## src/rtl/mem_stage_pkg.sv

```systemverilog
// Shared constants for the MEM stage: exception-zip layout and load-op one-hot indices.
package mem_stage_pkg;

  localparam int unsigned EX_ZIP_W = 86;

  // Exception zip bit positions, ale at bit 0
  localparam int unsigned ZIP_ALE        = 0;
  localparam int unsigned ZIP_INE        = 1;
  localparam int unsigned ZIP_BRK        = 2;
  localparam int unsigned ZIP_SYS        = 3;
  localparam int unsigned ZIP_ADEF       = 4;
  localparam int unsigned ZIP_HAS_INT    = 5;
  localparam int unsigned ZIP_ERTN       = 6;
  localparam int unsigned ZIP_CSR_NUM    = 7;   // 14 bits
  localparam int unsigned ZIP_CSR_WVALUE = 21;  // 32 bits
  localparam int unsigned ZIP_CSR_WMASK  = 53;  // 32 bits
  localparam int unsigned ZIP_CSR_WE     = 85;

  // One-hot load op indices within {ld_w, ld_hu, ld_h, ld_bu, ld_b}
  localparam int unsigned LD_OP_W = 5;
  localparam int unsigned LD_B    = 0;
  localparam int unsigned LD_BU   = 1;
  localparam int unsigned LD_H    = 2;
  localparam int unsigned LD_HU   = 3;
  localparam int unsigned LD_W    = 4;

endpackage

```

## src/rtl/mem_stage_load_extract.sv

```systemverilog
// Combinational load-data extraction: selects byte/half/word by address offset and extends.
module load_extract
  import mem_stage_pkg::*;
(
  input  logic [LD_OP_W-1:0] ld_op,
  input  logic [1:0]         addr,
  input  logic [31:0]        rdata,
  output logic [31:0]        data
);

  logic [7:0]  byte_sel;
  logic [15:0] half_sel;

  // Select the addressed byte/half, then extend according to the one-hot op
  always_comb begin
    byte_sel = rdata[{addr, 3'b000} +: 8];
    half_sel = addr[1] ? rdata[31:16] : rdata[15:0];
    data     = rdata;
    unique case (1'b1)
      ld_op[LD_B]:  data = {{24{byte_sel[7]}}, byte_sel};
      ld_op[LD_BU]: data = {24'd0, byte_sel};
      ld_op[LD_H]:  data = {{16{half_sel[15]}}, half_sel};
      ld_op[LD_HU]: data = {16'd0, half_sel};
      ld_op[LD_W]:  data = rdata;
      default:      data = rdata;
    endcase
  end

endmodule

```

## src/rtl/mem_stage.sv

```systemverilog
// MEM pipeline stage: holds one instruction, waits for the data-SRAM response of
// loads/stores, extends load data and hands the result to WB via valid/allowin.
module mem_stage
  import mem_stage_pkg::*;
(
  input  logic                clk,
  input  logic                resetn,
  output logic                ms_allowin,
  input  logic                es_to_ms_valid,
  input  logic [31:0]         es_pc,
  input  logic [31:0]         es_alu_result,
  input  logic [4:0]          es_rf_waddr,
  input  logic                es_rf_we,
  input  logic                es_res_from_mem,
  input  logic [LD_OP_W-1:0]  es_ld_op,
  input  logic                es_mem_req,
  input  logic                es_csr_re,
  input  logic [EX_ZIP_W-1:0] es_ex_zip,
  input  logic                data_sram_data_ok,
  input  logic [31:0]         data_sram_rdata,
  input  logic                ws_allowin,
  input  logic                wb_ex,
  input  logic                ertn_flush,
  output logic                ms_to_ws_valid,
  output logic [31:0]         ms_pc,
  output logic [31:0]         ms_rf_wdata,
  output logic [4:0]          ms_rf_waddr,
  output logic                ms_rf_we,
  output logic                ms_csr_re,
  output logic [EX_ZIP_W-1:0] ms_ex_zip,
  output logic [31:0]         ms_result,
  output logic                ms_fwd_we,
  output logic [4:0]          ms_fwd_waddr,
  output logic [31:0]         ms_fwd_wdata,
  output logic                ms_ld_blk,
  output logic                ms_csr_blk,
  output logic                ms_ex_flag
);

  logic                ms_valid_q;
  logic                pending_q;
  logic                drop_q;
  logic [31:0]         pc_q;
  logic [31:0]         alu_result_q;
  logic [4:0]          rf_waddr_q;
  logic                rf_we_q;
  logic                res_from_mem_q;
  logic [LD_OP_W-1:0]  ld_op_q;
  logic                csr_re_q;
  logic [EX_ZIP_W-1:0] ex_zip_q;
  logic [31:0]         rdata_q;

  logic        flush;
  logic        ready_go;
  logic        capture;
  logic [31:0] rdata_cur;
  logic [31:0] load_data;

  // Handshake and stall decode
  always_comb begin
    flush          = wb_ex | ertn_flush;
    ready_go       = ~pending_q | data_sram_data_ok;
    // A swallowed response is still outstanding while drop is set
    ms_allowin     = ~drop_q & (~ms_valid_q | (ready_go & ws_allowin));
    capture        = es_to_ms_valid & ms_allowin;
    ms_to_ws_valid = ms_valid_q & ready_go & ~flush;
    rdata_cur      = data_sram_data_ok ? data_sram_rdata : rdata_q;
  end

  load_extract u_load_extract (
    .ld_op (ld_op_q),
    .addr  (alu_result_q[1:0]),
    .rdata (rdata_cur),
    .data  (load_data)
  );

  // Stage valid, outstanding-response tracking and response-data latch
  always_ff @(posedge clk) begin
    if (!resetn) begin
      ms_valid_q <= 1'b0;
      pending_q  <= 1'b0;
      drop_q     <= 1'b0;
      rdata_q    <= 32'd0;
    end else begin
      if (flush) begin
        ms_valid_q <= 1'b0;
      end else if (ms_allowin) begin
        ms_valid_q <= es_to_ms_valid;
      end

      if (flush && ms_valid_q && pending_q && !data_sram_data_ok) begin
        pending_q <= 1'b0;
        drop_q    <= 1'b1;
      end else begin
        // A data_ok coinciding with a new capture belongs to the older request
        if (capture && es_mem_req) begin
          pending_q <= 1'b1;
        end else if (data_sram_data_ok) begin
          pending_q <= 1'b0;
        end
        if (data_sram_data_ok) begin
          drop_q <= 1'b0;
        end
      end

      if (data_sram_data_ok) begin
        rdata_q <= data_sram_rdata;
      end
    end
  end

  // Pipeline register capture from EX
  always_ff @(posedge clk) begin
    if (!resetn) begin
      pc_q           <= 32'd0;
      alu_result_q   <= 32'd0;
      rf_waddr_q     <= 5'd0;
      rf_we_q        <= 1'b0;
      res_from_mem_q <= 1'b0;
      ld_op_q        <= '0;
      csr_re_q       <= 1'b0;
      ex_zip_q       <= '0;
    end else if (capture) begin
      pc_q           <= es_pc;
      alu_result_q   <= es_alu_result;
      rf_waddr_q     <= es_rf_waddr;
      rf_we_q        <= es_rf_we;
      res_from_mem_q <= es_res_from_mem;
      ld_op_q        <= es_ld_op;
      csr_re_q       <= es_csr_re;
      ex_zip_q       <= es_ex_zip;
    end
  end

  // Outputs to WB and bypass/blocking info to ID and EX
  always_comb begin
    ms_pc        = pc_q;
    ms_result    = alu_result_q;
    ms_rf_wdata  = res_from_mem_q ? load_data : alu_result_q;
    ms_rf_waddr  = rf_waddr_q;
    ms_rf_we     = rf_we_q;
    ms_csr_re    = csr_re_q;
    ms_ex_zip    = ex_zip_q;
    ms_ex_flag   = ms_valid_q & (|ex_zip_q[ZIP_ERTN:ZIP_ALE]);
    ms_fwd_we    = ms_valid_q & rf_we_q;
    ms_fwd_waddr = rf_waddr_q;
    ms_fwd_wdata = ms_rf_wdata;
    ms_ld_blk    = ms_valid_q & res_from_mem_q & pending_q & ~data_sram_data_ok;
    ms_csr_blk   = ms_valid_q & csr_re_q;
  end

endmodule

```

## config.mk

```make
export PLATFORM = sky130hd
export DESIGN_NAME = mem_stage
export DESIGN_NICKNAME = d
export VERILOG_FILES = /design/src/rtl/mem_stage_pkg.sv /design/src/rtl/mem_stage_load_extract.sv /design/src/rtl/mem_stage.sv
export SDC_FILE = /design/constraint.sdc
export NUM_CORES = 1
export LEC_CHECK = 0
export CELL_PAD_IN_SITES_DETAIL_PLACEMENT = 1
export CELL_PAD_IN_SITES_GLOBAL_PLACEMENT = 1
export CORE_UTILIZATION = 29
export CTS_BUF_LIST = sky130_fd_sc_hd__clkbuf_8 sky130_fd_sc_hd__clkbuf_16
export DETAILED_ROUTE_END_ITERATION = 8
export PLACE_DENSITY = 0.88
export SYNTH_ARGS = -nofsm -noshare
export SYNTH_HDL_FRONTEND = slang
export SYNTH_SLANG_ARGS = --single-unit
```

## constraint.sdc

```tcl
create_clock -name clk -period 2.6 [get_ports clk]
set_clock_uncertainty 0.05 [all_clocks]
set_input_delay 0.26 -clock clk [delete_from_list [all_inputs] [get_ports clk]]
set_output_delay 0.26 -clock clk [all_outputs]
set_load 0.005 [all_outputs]
```

**Word level (Yosys, flattened, before mapping)**

Cells that the tools add are included.

- Flip-flop bits (word level): 197
- Output and inout bits: 232
- Word-level logic and storage cells: 50

- Bitwise logic cells: 20
- Shifts and indexed selects: 1
- Reduce and logical (&&, ||, !) cells: 10
- Muxes and demuxes: 7

Operators with widths:

| kind | number |
|---|---|
| $pmux W32 S4 | 1 |
| $mux W32 | 2 |
| $shiftx A32 B6 Y8 | 1 |
| $mux W16 | 1 |
| $and A1 B1 Y1 | 11 |
| $reduce_or A7 Y1 | 1 |
| $not A1 Y1 | 6 |
| $logic_and A1 B1 Y1 | 4 |
| $reduce_bool A2 Y1 | 2 |
| $reduce_or A2 Y1 | 2 |
| $mux W1 | 3 |
| $or A1 B1 Y1 | 3 |
| $logic_not A1 Y1 | 1 |

**Logic depth before layout (Yosys ltp)**

Gate-level depths: netlist of the first run.

- Depth after elaboration: 8
- Gate-level depth with buffers: 8
- Gate-level depth less buffers: 4

**Hierarchy**

A second synthesis of the first run with hierarchy kept.

- Cells, all modules: 994
- Area total of the unflattened synthesis: 9059.9 um^2

Modules (own cells, without submodules):

| module | times used | seq. area each (um^2) | area an instance (um^2) | cells each |
|---|---|---|---|---|
| mem_stage | 1 | 3963.8 | 8516.9 | 910 |
| load_extract | 1 | 0.0 | 543.0 | 84 |

**Worst setup path before layout of the first run**

No wires, ideal clock.

- Kind: reg-to-output
- From: register ld_op_q[0]
- To: output ms_rf_wdata[14]
- Arrival time: 1.842 ns
- Stages on the path, launching flop included: 9
- Path slack: 0.448 ns
- Path buffers: 4
- Required time: 2.290 ns
- Cell sequence: dfxtp_1 buf_2 or4_1 clkbuf_1 buf_2 o21ai_0 a21oi_1 o21ai_0 buf_4

- Cells in the longest elaborated chain, start to end: 2

Ends and longest elaborated chain:

| item | line | source |
|---|---|---|
| from (decl) | mem_stage.sv:48 | `logic [LD_OP_W-1:0] ld_op_q;` |
| from (signal assigned) | mem_stage.sv:129 | `ld_op_q <= es_ld_op;` |
| $pmux W32 S4 | mem_stage_load_extract.sv:19 | `unique case (1'b1)` |
| $mux W32 | mem_stage.sv:139 | `ms_rf_wdata = res_from_mem_q ? load_data : alu_result_q;` |
| to (decl) | mem_stage.sv:26 | `output logic [31:0] ms_rf_wdata,` |

No other way between the ends.

**Final worst setup path of the first run**

- From: register rdata_q[31]
- To: output ms_fwd_wdata[17]

- Cells in the longest elaborated chain, start to end: 4
- Elaborated cells between the ends (all ways): 5
- Classes of those cells: 1 x shift; 4 x mux

Ends and longest elaborated chain:

| item | line | source |
|---|---|---|
| from (decl) | mem_stage.sv:51 | `logic [31:0] rdata_q;` |
| from (signal assigned) | mem_stage.sv:107 | `rdata_q <= data_sram_rdata;` |
| $mux W32 * | - |  |
| $shiftx A32 B6 Y8 / $mux W16 (equally long branches) | mem_stage_load_extract.sv:16, mem_stage_load_extract.sv:17 |  |
| $pmux W32 S4 * | mem_stage_load_extract.sv:19 |  |
| $mux W32 * | mem_stage.sv:139 |  |
| to (decl) | mem_stage.sv:34 | `output logic [31:0] ms_fwd_wdata,` |

Every way passes the cells marked *; elsewhere a longest branch is shown, timed or not.

==> results of run 1 <==
## metrics by stage
| step | cell area [um2] | power, mW | TNS (ns) |
|---|---|---|---|
| 2_1_floorplan | 9270 | 4.02 | 0 |
| 3_3_place_gp | 14000 | 5.01 | -7.66 |
| 3_5_place_dp | 14000 | 5.07 | -10.15 |
| 4_1_cts | 14900 | 7.88 | -2.21 |
| 5_1_grt | 14900 | 8.19 | -2.62 |
| 6_report | 14900 | 7.88 | -0.760 |
## final timing paths
path,startpoint,end,slack (ns),depth (start not counted)
min reg2reg,ms_ex_zip[58]$_SDFFE_PN0P_,ms_ex_zip[58]$_SDFFE_PN0P_,0.42,2
max reg2reg,ms_valid_q$_SDFFE_PP0P_,ld_op_q[3]$_SDFFE_PN0P_,0.74,4
min,es_to_ms_valid,ms_ex_zip[64]$_SDFFE_PN0P_,0.12,3
max,rdata_q[31]$_SDFF_PN0_,ms_fwd_wdata[17],-0.08,6
## critical path, delay by kind of cell, from the launching register on
family          cells  cell delay [ns]
compound gates      2             0.75
buf+inv             2             0.24
flops               1             0.33
mux                 2             0.60
## area by class of cell
cell class                      count  area share
Antenna cell                        1    0.000167
Clock buffer                       17      0.0285
Clock inverter                     15      0.0112
Inverter                           10     0.00335
Multi-Input combinational cell    695       0.316
Sequential cell                   197       0.265
Tap cell                          402      0.0337
Timing Repair Buffer              530       0.343
## flip-flops by register name, summed over array words and instances, names as in the netlist
name	flops
drop_q	1
ld_op_q	4
ms_csr_re	1
ms_ex_zip	86
ms_fwd_waddr	5
ms_pc	32
ms_result	32
ms_rf_we	1
ms_valid_q	1
pending_q	1
rdata_q	32
res_from_mem_q	1
## what timing repair did
action                                  CTS  global route
gates resized for setup                 177           107
hold endpoints to repair                  0             0
buffers inserted                         15             9
pin swaps                                31            31
endpoints found under the setup margin   64            57
gates cloned                              2             0
## cells by family after synthesis
| logic type | after synthesis | synth area share |
|---|---|---|
| and+or+nand+nor | 253 | 0.153 |
| DFF | 197 | 0.426 |
| muxes | 42 | 0.0491 |
| AOI/OAI and AO/OA | 399 | 0.276 |
| buffers and inverters | 193 | 0.0967 |
## layout by cell type, fill, tap and decap left out, types with 5 or more instances in the layout
cell type                         netlist  layout
sky130_fd_sc_hd__inv_6                  0       8
sky130_fd_sc_hd__o21ai_0               16       5
sky130_fd_sc_hd__mux2_2                10       8
sky130_fd_sc_hd__o31ai_1              162     162
sky130_fd_sc_hd__clkbuf_2               0      31
sky130_fd_sc_hd__a222oi_1               5       5
sky130_fd_sc_hd__buf_6                  2      20
sky130_fd_sc_hd__a21oi_2                0       7
sky130_fd_sc_hd__a21oi_1              176     168
sky130_fd_sc_hd__buf_12                 0      15
sky130_fd_sc_hd__nor2_1                58      52
sky130_fd_sc_hd__clkdlybuf4s50_1        0     367
sky130_fd_sc_hd__nand4_1              163     163
sky130_fd_sc_hd__mux2i_1               29      28
sky130_fd_sc_hd__o22a_1                17      17
sky130_fd_sc_hd__o21ai_4                0       5
sky130_fd_sc_hd__inv_1                  8       8
sky130_fd_sc_hd__buf_2                 14      14
sky130_fd_sc_hd__and2_1                11      11
sky130_fd_sc_hd__nand2_1                6       5
sky130_fd_sc_hd__dfxtp_1              197     191
sky130_fd_sc_hd__clkbuf_16              0      17
sky130_fd_sc_hd__o21ai_2                0       5
sky130_fd_sc_hd__buf_4                 37      70
## power groups by stage
stage                     Combinational (mW)  Sequential [mW]  Clock [mW]
after floorplan                        0.660             3.36           0
after global placement                  1.66             3.35           0
after detailed placement                1.70             3.37           0
after CTS                               1.76             3.30        2.82
after global routing                    1.93             3.32        2.94
final                                   1.84             3.30        2.74
## per-layer routing
metal	share of wire	GRT usage	vias to the layer above	wire [um]
met1	0.38	0.283	5387	16700
met2	0.49	0.448	557	21800
met3	0.077	0.0810	125	3410
met5	0	0	-	0
met4	0.055	0.157	0	2450
li1	-	-	4837	-
==> key figures, run 1 <==
Routing
  – DR iter-0 viols: 831
  – Number of nets with antenna violations after routing: 0
  – Via count: 10900
  – 1st-pass router iterations: 7
  – Post-detailed-route via-to-cell ratio: between 5 and 6
  – Total wire length after detailed routing: around 44 mm
  – Detailed-route DRC error count: 0
  – Wirelength per Cell: between 20 and 25 um

Global route
  – Tot GR Track Use: 0.261
  – Largest net degree at the start of global routing: ~120
  – Antenna violations before repair: 1
  – Number of global-route vias before repair: about 11000
  – Grt ovf: 0
  – Global-route wire length before repair: ~67 mm

CTS
  – Clk pin slew, worst setup/hold paths: about 0.080 ns
  – CTS hold repair buffers: 0
  – CTS Root Buffer Type: sky130_fd_sc_hd__clkbuf_16
  – CTS tree: done
  – Largest buffer count on any clock path: 2
  – Total clock buffers created by CTS: 17
  – TritonCTS Sinks: just under 200
  – Number of levels the H-tree was split into: 4
  – Clk Latency, worst-skew pair: about 0.45 ns

Yosys
  – Seq/Total Area, Yosys: 0.426
  – Cell variety after synth: between 40 and 50
  – Post-synthesis sequential element count: 197
  – Ys async rst share: 0
  – Post-synth EDFFs: 0
  – Ys Warns: 0
  – Top cell types by occurrence after synthesis: 197 x sky130_fd_sc_hd__dfxtp_1, 176 x sky130_fd_sc_hd__a21oi_1, 163 x sky130_fd_sc_hd__nand4_1
  – Mapped Nets: 1287
  – Share of the synthesized area in the top cell type: 0.426
  – Ranking of synthesized cells by area: sky130_fd_sc_hd__dfxtp_1 43%, sky130_fd_sc_hd__o31ai_1 13%, sky130_fd_sc_hd__nand4_1 11%
  – Dominant synthesized flop cell: sky130_fd_sc_hd__dfxtp_1
  – Dominant cell by count in the synthesized netlist: sky130_fd_sc_hd__dfxtp_1
  – Cell count after synthesis: about 1100
  – Largest area contributor in the netlist: sky130_fd_sc_hd__dfxtp_1
  – Mapped cell area: 9270 um2
  – Mean area per synthesized cell: approximately 8.5 um2

Power and ir drop
  – Relative contribution of the clock network to total power: 0.348
  – Leakage Power: 5.95 nW
  – Power dissipated by switching net loads: 2.31 mW
  – Sw Ratio: 0.293
  – P per Cell Area: approximately 530 nW/um2
  – Sequential fraction of design power: 0.419
  – Proportion of power drawn by combinational gates: 0.233
  – Max rail drop VDD: roughly 430 uV
  – Design internal power: 5.57 mW

Layout
  – Count of non-filler cells in the finished layout: around 1900
  – Final core utilization: 0.475
  – Fill count: 3542
  – Synth-to-Final Area Change: 61.2%
  – Multi-input gate area in the final layout: 4710 um2
  – Final-stage net count: ~1700
  – Reg area: 3960 um2
  – Fraction of layout cells with a size suffix above 1: 0.173

Timing
  – Number of hold violations in the final report: 0
  – Setup repair after global routing missed its margin: yes
  – Ratio of final minimum period to clock period: 1.03
  – Max Clk Rate: ~370 MHz
  – Hold_ws: ~0.12 ns
  – Transition at the pin with the smallest max-transition slack: roughly 0.83 ns
  – Crit path time final: 2.68 ns
  – Post-route setup slack: -0.0841 ns
  – Slew Limit Headroom: 0.447
  – Number of pins exceeding their max-slew limit in the final report: 0
  – # setup viols final: 15

Worst setup path
  – Cell repeated most along the worst path: sky130_fd_sc_hd__mux2_4
  – Ordered list of cells on the worst path: mux2_4 > mux2_4 > a221o_2 > o22a_1 > buf_4 > buf_6
  – Cell at the slowest stage of the critical path: sky130_fd_sc_hd__a221o_2
  – Delay of the slowest critical-path stage: around 0.52 ns
  – Worst Path Max Fanout: 7
  – Sort of element at the start of the critical path: register
  – Crit Path Category: register to output port
  – CP arrival: 2.37 ns
  – Setup crit end kind: output port
  – Critical path required time: 2.29 ns

Min path
  – Classification of the worst-slack hold path: input pin to register

Run status
  – Violations in the final reports: negative setup slack
  – Outcome: finished with violations

Placed design
  – Instance count after placement with tap cells included: roughly 1800
  – Worst setup slack before clock tree synthesis: -0.286 ns
  – Routability congestion estimate from global placement: 0.919
  – Half-perimeter wire length after detailed placement: between 20 and 30 mm
  – Count of input and output buffers: ~430

Floorplanning
  – Chip Height: roughly 180 um
  – DIE WIDTH: around 180 um
  – Number of placed I/O pins: between 400 and 500
  – Effective utilization at floorplan: 0.294
  – Core footprint: about 31000 um2
  – Full die area: 32700 um2
  – Cell row count: between 60 and 70

Run
  – Max-Cap Viols: 0
No activity file was read; power rests on OpenSTA's default activity.
==> inputs of run 2 (changes only) <==
--- a/config.mk
+++ b/config.mk
@@ -11,6 +11,7 @@
 export CTS_BUF_LIST = sky130_fd_sc_hd__clkbuf_8 sky130_fd_sc_hd__clkbuf_16
 export DETAILED_ROUTE_END_ITERATION = 8
 export PLACE_DENSITY = 0.88
+export SKIP_CTS_REPAIR_TIMING = 1
 export SYNTH_ARGS = -nofsm -noshare
 export SYNTH_HDL_FRONTEND = slang
 export SYNTH_SLANG_ARGS = --single-unit
==> key figures, run 2 (synthesis gave the netlist of run 1 again) <==
Run status
  – Outcome: finished with violations
  – Violations in the final reports: negative setup slack

Timing
  – Crit path time final: 2.80 ns (+0.118 ns)
  – Transition at the pin with the smallest max-transition slack: 0.828 ns (-0.00115 ns)
  – Post-route setup slack: -0.202 ns (-0.118 ns)
  – Setup repair after global routing missed its margin: yes
  – Max Clk Rate: 357 MHz (-4.2%)
  – Number of hold violations in the final report: 0 (unchanged)
  – # setup viols final: 21 (+6)
  – Hold_ws: 0.113 ns (-0.00456 ns)
  – Slew Limit Headroom: 0.448 (+0.000769)
  – Number of pins exceeding their max-slew limit in the final report: 0 (unchanged)
  – Ratio of final minimum period to clock period: 1.08 (+0.0455)
  – Aggregate negative setup slack: -1.65 ns (-0.891 ns)

Power and ir drop
  – Sequential fraction of design power: 0.419 (about the same)
  – Power dissipated by switching net loads: 2.30 mW (-0.32%)
  – Total power draw: 7.88 mW (about the same)
  – Design internal power: 5.58 mW (+0.13%)
  – Leakage Power: 6.39 nW (+7.3%)
  – Max rail drop VDD: 430 uV (about the same)
  – Relative contribution of the clock network to total power: 0.350 (+0.002)
  – P per Cell Area: 524 nW/um2 (-0.73%)
  – Proportion of power drawn by combinational gates: 0.231 (-0.002)
  – Sw Ratio: 0.292 (-0.000930)

CTS
  – TritonCTS Sinks: 197 (unchanged)
  – Clk pin slew, worst setup/hold paths: 0.08 ns (about the same)
  – Number of levels the H-tree was split into: 4 (unchanged)
  – Largest buffer count on any clock path: 2 (unchanged)
  – Total clock buffers created by CTS: 17 (unchanged)
  – CTS tree: done
  – CTS Root Buffer Type: sky130_fd_sc_hd__clkbuf_16
  – Clk Latency, worst-skew pair: 0.45 ns (about the same)

Worst setup path
  – Sort of element at the start of the critical path: register
  – Critical path required time: 2.29 ns (about the same)
  – Worst Path Max Fanout: 7 (unchanged)
  – Worst R2R Path Depth: 4 (unchanged)
  – CP arrival: 2.49 ns (+0.12 ns)
  – R2R Setup Slk: 0.71 ns (-0.03 ns)
  – Crit Path Category: register to output port
  – Setup crit end kind: output port

Global route
  – Global-route wire length before repair: 63.8 mm (-4.2%)
  – Antenna violations before repair: 1 (unchanged)
  – Number of global-route vias before repair: 11000 (-2.2%)
  – Grt ovf: 0 (unchanged)
  – Largest net degree at the start of global routing: 122 (unchanged)
  – Tot GR Track Use: 0.249 (-0.0126)

Floorplanning
  – DIE WIDTH: 181 um (unchanged)
  – Effective utilization at floorplan: 0.294 (unchanged)
  – Chip Height: 181 um (unchanged)
  – Number of placed I/O pins: 435 (unchanged)
  – Core footprint: 31500 um2 (unchanged)
  – Cell row count: 65 (unchanged)
  – Full die area: 32700 um2 (unchanged)

Layout
  – Number of flip-flops in the largest register: 86 (unchanged)
  – Fraction of layout cells with a size suffix above 1: 0.145 (-0.0286)
  – Synth-to-Final Area Change: 62.4%
  – Post-route cell area: 15000 um2 (+0.73%)
  – Final core utilization: 0.478 (+0.00346)
  – Final-stage net count: 1653 (-0.060%)
  – Most common library cell in the layout ignoring fill and taps: sky130_fd_sc_hd__clkdlybuf4s50_1
  – Most frequent cells in the layout: 367 x sky130_fd_sc_hd__clkdlybuf4s50_1, 193 x sky130_fd_sc_hd__dfxtp_1, 172 x sky130_fd_sc_hd__a21oi_1, 163 x sky130_fd_sc_hd__nand4_1, 162 x sky130_fd_sc_hd__o31ai_1

Placed design
  – Count of input and output buffers: 433 (unchanged)
  – Area post-placement: 14000 um2 (unchanged)
  – Routability congestion estimate from global placement: 0.919 (unchanged)
  – Half-perimeter wire length after detailed placement: 28.5 mm (unchanged)

Min path
  – Hold depth: 3 (unchanged)
  – Classification of the worst-slack hold path: input pin to register

Routing
  – Post-detailed-route via-to-cell ratio: 5.83 (-0.18%)
  – Detailed-route DRC error count: 0 (unchanged)
  – 1st-pass router iterations: 5 (-2)
  – Via count: 10900 (-0.24%)
  – Number of nets with antenna violations after routing: 0 (unchanged)
  – Wirelength per Cell: 23.6 um (-0.49%)
  – DR iter-0 viols: 704 (-15%)
  – Total wire length after detailed routing: 44.1 mm (-0.54%)

Run
  – Max-Cap Viols: 0 (unchanged)
run 2: changes by cell type in the layout (fill, tap and decap cells not counted), sizes merged:
cell,previous run,this run
buf,122,103
bufbuf,1,0
clkbuf,48,37
clkdlybuf4s15,3,0
dlygate4sd2,3,0
dlymetal6s2s,3,39
run 2: worst max-delay path: stages (launching register included):
cell                      delay [ns]
sky130_fd_sc_hd__dfxtp_1        0.30
sky130_fd_sc_hd__mux2_4         0.30
sky130_fd_sc_hd__mux2_4         0.34
sky130_fd_sc_hd__a221o_4        0.54
sky130_fd_sc_hd__buf_6          0.15
sky130_fd_sc_hd__buf_6          0.10
sky130_fd_sc_hd__o22a_1         0.17
sky130_fd_sc_hd__buf_2          0.13
run 2: through the flow:
step | setup WS [ns] | instances
after detailed placement | -0.286 | 1809
final | -0.202 | 1866
after floorplan | 0.448 | 1084
after global routing | -0.271 | 1866
after global placement | -0.252 | 1809
after CTS | -0.644 | 1841
run 2: area by class of cell:
| type | instances | area, um2 |
|---|---|---|
| Clock buffer | 17 | 425 |
| Timing Repair Buffer | 529 | 5310 |
| Fill cell | 3531 | 16400 |
| Tap cell | 402 | 503 |
| Antenna cell | 1 | 2.50 |
| Inverter | 10 | 50.0 |
| Sequential cell | 197 | 3950 |
| Clock inverter | 15 | 168 |
| Multi-Input combinational cell | 695 | 4630 |
run 2: per-layer routing:
metal	vias to the layer above	global-route usage	share of wire
met1	5366	0.273	0.37
met2	528	0.438	0.49
met4	0	0.111	0.061
met3	146	0.0780	0.077
met5	-	0	0
li1	4840	-	-
run 2: power by group through the flow:
stage / clock network (mW) / registers (mW) / logic (mW)
2_1_floorplan: 0 / 3.36 / 0.660
4_1_cts: 2.82 / 3.30 / 1.72
3_5_place_dp: 0 / 3.37 / 1.70
3_3_place_gp: 0 / 3.35 / 1.66
6_report: 2.76 / 3.30 / 1.82
5_1_grt: 2.94 / 3.32 / 1.92
run 2: worst paths after layout:
path                         startpoint                         end
max              rdata_q[15]$_SDFF_PN0_             ms_rf_wdata[23]
min                      es_to_ms_valid  ms_ex_zip[64]$_SDFFE_PN0P_
max reg2reg     ms_valid_q$_SDFFE_PP0P_  ms_ex_zip[61]$_SDFFE_PN0P_
min reg2reg  ms_ex_zip[58]$_SDFFE_PN0P_  ms_ex_zip[58]$_SDFFE_PN0P_
